===== src/rtl/cipher_pkg.sv =====
// cipher_pkg: shared FSM state type, row/counter widths and the 4-bit S-box for the round controller.
package cipher_pkg;
   localparam int ROW_W = 16;
   localparam int CNT_W = 6;
   localparam logic [63:0] SBOX = 64'h2174_8FE3_DA09_B65C;
   typedef enum logic [1:0] {IDLE, LOAD, RUN, DONE} state_t;
   function automatic logic [3:0] sbox(input logic [3:0] x);
      return SBOX[4*x +: 4];
   endfunction
endpackage


===== src/rtl/cipher_round_ctrl_if.sv =====
// cipher_round_ctrl_if: input/output handshake bundle of the cipher round controller.
interface cipher_round_ctrl_if;
   import cipher_pkg::*;
   logic                 in_valid;
   logic                 in_ready;
   logic [4*ROW_W-1:0]   din;
   logic [127:0]         key;
   logic                 out_valid;
   logic                 out_ready;
   logic [4*ROW_W-1:0]   dout;
   logic                 busy;
   modport slave (input in_valid, din, key, out_ready, output in_ready, out_valid, dout, busy);
   modport master (output in_valid, din, key, out_ready, input in_ready, out_valid, dout, busy);
endinterface


===== src/rtl/cipher_round.sv =====
// cipher_round: one combinational round -- nibble S-box layer, round-key mix into rows 0/1, row rotations.
module cipher_round
   import cipher_pkg::*;
(
   input  logic [4*ROW_W-1:0] i_state,
   input  logic [2*ROW_W-1:0] i_rk,
   output logic [4*ROW_W-1:0] o_state
);
   logic [4*ROW_W-1:0] w_sub;
   logic [ROW_W-1:0]   w_r0, w_r1, w_r2, w_r3;
   for (genvar i = 0; i < 4*ROW_W/4; i++) begin : g_sb
      assign w_sub[4*i +: 4] = sbox(i_state[4*i +: 4]);
   end
   assign w_r0 = w_sub[63:48] ^ i_rk[31:16];
   assign w_r1 = w_sub[47:32] ^ i_rk[15:0];
   assign w_r2 = w_sub[31:16];
   assign w_r3 = w_sub[15:0];
   // rows 1..3 rotate left by 1, 8 and 12
   assign o_state = {w_r0, w_r1[14:0], w_r1[15], w_r2[7:0], w_r2[15:8], w_r3[3:0], w_r3[15:4]};
endmodule


===== src/rtl/cipher_round_ctrl.sv =====
// cipher_round_ctrl: iterates cipher_round ROUNDS times per block with a rolling key schedule.
// Optional abort input enabled by CIPHER_ROUND_ABORT_EN.
module cipher_round_ctrl
   import cipher_pkg::*;
#(
   parameter int ROUNDS = 24
)
(
   input  logic clk,
   input  logic rst,
`ifdef CIPHER_ROUND_ABORT_EN
   input  logic abort,
`endif
   cipher_round_ctrl_if.slave bus
);
   state_t             r_st, w_nxt;
   logic [4*ROW_W-1:0] r_state, w_round;
   logic [127:0]       r_key;
   logic [CNT_W-1:0]   r_cnt;
   cipher_round u_round (
      .i_state (r_state),
      .i_rk    (r_key[127:96]),
      .o_state (w_round)
   );
   always_ff @(posedge clk or posedge rst)
      if (rst) r_st <= IDLE;
      else     r_st <= w_nxt;
   always_comb begin
      w_nxt = r_st;
      case (r_st)
         IDLE:    w_nxt = bus.in_valid ? LOAD : IDLE;
         LOAD:    w_nxt = RUN;
         RUN:     w_nxt = (r_cnt == CNT_W'(ROUNDS - 1)) ? DONE : RUN;
         DONE:    w_nxt = bus.out_ready ? IDLE : DONE;
         default: w_nxt = IDLE;
      endcase
`ifdef CIPHER_ROUND_ABORT_EN
      if (abort && (r_st == LOAD || r_st == RUN)) w_nxt = IDLE;
`endif
   end
   always_ff @(posedge clk or posedge rst)
      if (rst) begin
         r_state <= '0;
         r_key   <= '0;
         r_cnt   <= '0;
      end else if (r_st == IDLE && bus.in_valid) begin
         r_state <= bus.din;
         r_key   <= bus.key;
      end else if (r_st == LOAD) begin
         r_cnt   <= '0;
      end else if (r_st == RUN) begin
         r_state <= w_round;
         r_key   <= {r_key[95:0], r_key[127:96]} ^ {{(128-CNT_W){1'b0}}, r_cnt};
         r_cnt   <= r_cnt + 1'b1;
      end
   assign bus.in_ready  = (r_st == IDLE);
   assign bus.busy      = (r_st == LOAD) || (r_st == RUN);
   assign bus.out_valid = (r_st == DONE);
   assign bus.dout      = (r_st == DONE) ? r_state : '0;
endmodule


===== src/flat_wrapper.sv =====
// flat-port wrapper written by rule: the top's interface ports become plain ports
module cipher_round_ctrl_flat import cipher_pkg::*;
#(
   parameter int ROUNDS = 24
)
  (clk, rst, bus_in_valid, bus_din, bus_key, bus_out_ready, bus_in_ready, bus_out_valid, bus_dout, bus_busy);
  cipher_round_ctrl_if bus_i ();
  input  logic clk;
  input  logic rst;
  input wire logic [$bits(bus_i.in_valid)-1:0] bus_in_valid;
  input wire logic [$bits(bus_i.din)-1:0] bus_din;
  input wire logic [$bits(bus_i.key)-1:0] bus_key;
  input wire logic [$bits(bus_i.out_ready)-1:0] bus_out_ready;
  output wire logic [$bits(bus_i.in_ready)-1:0] bus_in_ready;
  output wire logic [$bits(bus_i.out_valid)-1:0] bus_out_valid;
  output wire logic [$bits(bus_i.dout)-1:0] bus_dout;
  output wire logic [$bits(bus_i.busy)-1:0] bus_busy;
  assign bus_i.in_valid = bus_in_valid;
  assign bus_i.din = bus_din;
  assign bus_i.key = bus_key;
  assign bus_i.out_ready = bus_out_ready;
  assign bus_in_ready = bus_i.in_ready;
  assign bus_out_valid = bus_i.out_valid;
  assign bus_dout = bus_i.dout;
  assign bus_busy = bus_i.busy;
  cipher_round_ctrl #(.ROUNDS(ROUNDS)) u_core (.clk(clk), .rst(rst), .bus(bus_i));
endmodule

===== config.mk =====
export PLATFORM = sky130hd
export DESIGN_NAME = cipher_round_ctrl_flat
export DESIGN_NICKNAME = d
export VERILOG_FILES = /design/src/rtl/cipher_pkg.sv /design/src/rtl/cipher_round_ctrl_if.sv /design/src/rtl/cipher_round.sv /design/src/rtl/cipher_round_ctrl.sv /design/src/flat_wrapper.sv
export SDC_FILE = /design/constraint.sdc
export NUM_CORES = 1
export LEC_CHECK = 0
export BUFFER_PORTS_ARGS = -buffer_cell sky130_fd_sc_hd__buf_2
export CAP_MARGIN = 20
export CORE_MARGIN = 3
export CORE_UTILIZATION = 56
export CTS_CLUSTER_DIAMETER = 40
export CTS_CLUSTER_SIZE = 10
export DETAILED_ROUTE_END_ITERATION = 16
export GPL_TIMING_DRIVEN = 0
export PLACE_DENSITY_LB_ADDON = 0.25
export SETUP_SLACK_MARGIN = 0.1
export SLEW_MARGIN = 20
export SYNTH_ARGS = -nofsm -noshare
export SYNTH_HDL_FRONTEND = slang
export SYNTH_SLANG_ARGS = --single-unit

===== constraint.sdc =====
create_clock -name clk -period 6.2 [get_ports clk]
set_input_delay 0 -clock clk [delete_from_list [all_inputs] [get_ports clk]]
set_output_delay 0 -clock clk [all_outputs]
set_load 0.05 [all_outputs]

==> run_results.csv <==
group,metric,value,unit
route,drc,0,
setup_path,critPathMostFrequentCell,"clkbuf_1",
setup_path,path_cells,"ha_1 -> clkbuf_1 -> clkbuf_1 -> and2_1 -> buf_2",
route,vias_per_cell,5.95,
logic_synthesis,ys_seq_area_frac,0.388,
finish,utilization,0.774,
setup_path,criticalPathCategory,"reg2out",
setup_path,timing.rr.end,"u_core.r_key[48]$_DFFE_PP0P_",
timing,final-setup-viol-count,0,
setup_path,critPathArrivalTime,2.61,ns
clocking,post-cts-setup-buffers,0,
global_routing,grt_start_max_net_pins,78,
clocking,clock_path_buffers,2,
logic_synthesis,synth-edff-count,0,
clocking,cts.sinks,200,
logic_synthesis,synthTopCellsByArea,"dfrtp_1 (39%), nand2_1 (9.2%), ha_1 (8.9%)",
setup_path,cp_max_fo,10,
die,dieArea,24900,sq um
clocking,clock_latency,0.45,ns
finish,multi_input_area,7080,sq um
global_routing,antenna_found_initial,1,
finish,ff_latch_area,5000,sq um
logic_synthesis,synth_most_common_cell,"nand2_1",
die,rows,54,
place,io_buffers,262,
logic_synthesis,synth_area,12900,sq um
setup_path,start_kind,"flip-flop",
timing,whs,0.0902,ns
logic_synthesis,synth_ff_type,"dfrtp_1",
logic_synthesis,ys_types,41,
route,wirelength,46200,um
timing,final_max_slew_viol_count,0,
setup_path,rrSetupSlack,3.73,ns
logic_synthesis,ys_top_cells_by_count,"nand2_1 (316), dfrtp_1 (200), nor2_1 (200), a31oi_1 (127), o21ai_0 (98)",
timing,skew,0.0165,ns
setup_path,cp_slowest_cell,"clkbuf_1",
global_routing,grt_pass1_vias,13715,
global_routing,grt_usage,0.370,
finish,area_growth,33.4,%
power_and_ir_drop,p_per_area,531,nW/um^2
finish,drive_gt1_frac,0.195,
finish,nFillCells,1497,
logic_synthesis,yosysTopAreaCellShare,0.388,
setup_path,cp_slowest_stage_delay,0.54,ns
clocking,clk_pin_slew,0.08,ns
die,core,22200,sq um
flow_run,max_cap_violations,0,
logic_synthesis,netlist_instances,1531,
die,start_util,0.580,
power_and_ir_drop,finalPower,9.15,mW
timing,hold_viol,0,
timing,min_period,2.61,ns
route,dr.pass1.iters,6,
clocking,cts_buffers,17,
setup_path,rr_worst_depth,7,
setup_path,cp.required,6.20,ns
power_and_ir_drop,power_leakage,8.19,nW
global_routing,gr-total-overflow,0,
route,drt_iter0_markers,1589,
clocking,clockRootBuffer,"clkbuf_16",
timing,rsz0062_at_grt,"no",
place,dpl.hpwl,30800,um
die,die_x,158,um
setup_path,end_kind,"output pin",
run_status,status,"complete, no violations",
timing,worst_slew_pin_slew,0.823,ns
logic_synthesis,avgSynthCellArea,8.43,sq um
place,place_congestion,0.923,
logic_synthesis,yosys_warnings,0,
timing,fmax,0.383,GHz
global_routing,grt_pass1_wl,71700,um
logic_synthesis,synth_seq_cells,200,
power_and_ir_drop,vdd_ir_drop_max,0.224,mV
logic_synthesis,syn_nets,1819,
setup_path,r2r-start,"u_core.r_st[1]$_DFF_PP0_",
route,postRouteAntennaNets,0,
die,die_h,158,um
route,wire_per_inst,20.1,um
logic_synthesis,async_reset_ff_frac,1.00,
route,vias,13727,
timing,post-route-period-util,0.421,
worst_hold_path,hold_path_class,"in2async",
clocking,htreeDepth,4,
timing,relSlewSlack,0.451,
clocking,cts_tree,"built",
finish,nets,2298,
logic_synthesis,yosys.area.top_type,"dfrtp_1",
die,ios,263,
stage by stage:
step                setup TNS [ns]  instances  setup WS, ns  instance area [sq um]
floorplan                        0       1531         0.746                  12900
global placement           -322.08       2073         -1.63                  14600
detailed placement               0       2075          3.90                  14600
CTS                              0       2303          3.68                  17200
global route                     0       2304          3.55                  17200
finish                           0       2306          3.59                  17200
cell type report:
class                      count  share of cell area
tap                          280              0.0204
multi-input combinational   1155               0.411
buffer                       124              0.0363
clock inverter                15              0.0111
clock buffer                  17              0.0247
timing repair buffer         460               0.193
sequential                   200               0.291
inverter                      52              0.0118
antenna                        3            0.000436
layout by cell type, fill, tap and decap left out, drive strengths merged, types with 4 or more instances in the layout:
| master | synthesis | routed |
|---|---|---|
| dlygate4sd3 | 0 | 196 |
| clkbuf | 58 | 75 |
| nor3b | 8 | 8 |
| nand2 | 316 | 316 |
| nand3 | 8 | 8 |
| mux4 | 29 | 29 |
| a211oi | 19 | 19 |
| o21ai | 107 | 107 |
| a21o | 5 | 5 |
| xnor2 | 31 | 31 |
| xor2 | 21 | 21 |
| a311oi | 5 | 5 |
| mux2i | 14 | 14 |
| a2bb2oi | 6 | 6 |
| nor3 | 10 | 10 |
| and2 | 65 | 65 |
| a22oi | 5 | 5 |
| ha | 92 | 92 |
| nor2 | 200 | 200 |
| o21bai | 6 | 6 |
| nand2b | 7 | 7 |
| buf | 66 | 330 |
| clkinv | 0 | 7 |
| mux2 | 4 | 4 |
| nor4b | 4 | 4 |
| inv | 52 | 60 |
| a31oi | 127 | 127 |
| dfrtp | 200 | 200 |
| a21oi | 54 | 54 |
cell families after synthesis:
family,synth area share
adders and majority gates,0.0892
and+or+nand+nor,0.203
DFF,0.388
AOI/OAI and AO/OA,0.155
buffers and inverters,0.0636
muxes,0.0656
xor gates and xnor gates,0.0353
registers in the layout, summed over array words and instances, names as in the netlist:
register,count
u_core.r_cnt,6
u_core.r_st,2
u_core.r_key,128
u_core.r_state,64
routing by layer:
layer,wire length [um],share of wire,global-route usage,vias up
li1,-,-,-,6116
met1,17400,0.38,0.476,6428
met2,21400,0.46,0.596,981
met3,5120,0.11,0.0809,202
met4,2390,0.052,0.183,0
met5,0,0,0,-
worst max path at each step:
stage | start | end
2_1_floorplan | rst | u_core.r_cnt[0]$_DFFE_PP0P_
3_3_place_gp | rst | u_core.r_state[55]$_DFFE_PP0P_
3_5_place_dp | u_core.r_st[1]$_DFF_PP0_ | u_core.r_key[48]$_DFFE_PP0P_
4_1_cts | u_core.r_st[1]$_DFF_PP0_ | bus_dout[44]
5_1_grt | u_core.r_st[1]$_DFF_PP0_ | bus_dout[44]
6_report | u_core.r_st[1]$_DFF_PP0_ | bus_dout[44]
critical path: cells and delay by family (launching register included):
kind / cells / cell delay (ns)
buf+inv: 3 / 1.25
flops: 1 / 0.44
simple gates: 1 / 0.28
fa+ha+maj: 1 / 0.20
where the power goes:
| group | switching, mW | total, mW | internal (mW) |
|---|---|---|---|
| sequential | 0.682 | 2.68 | 1.99 |
| combinational | 3.14 | 5.30 | 2.16 |
| clock | 0.614 | 1.17 | 0.557 |
| total | 4.44 | 9.15 | 4.71 |
what timing repair did:
| item | in CTS | in global routing |
|---|---|---|
| hold buffers | 196 | 0 |
| gates resized for setup | 0 | 0 |
| endpoints found under the hold margin | 394 | 0 |
(Power assumes the default switching activity.)
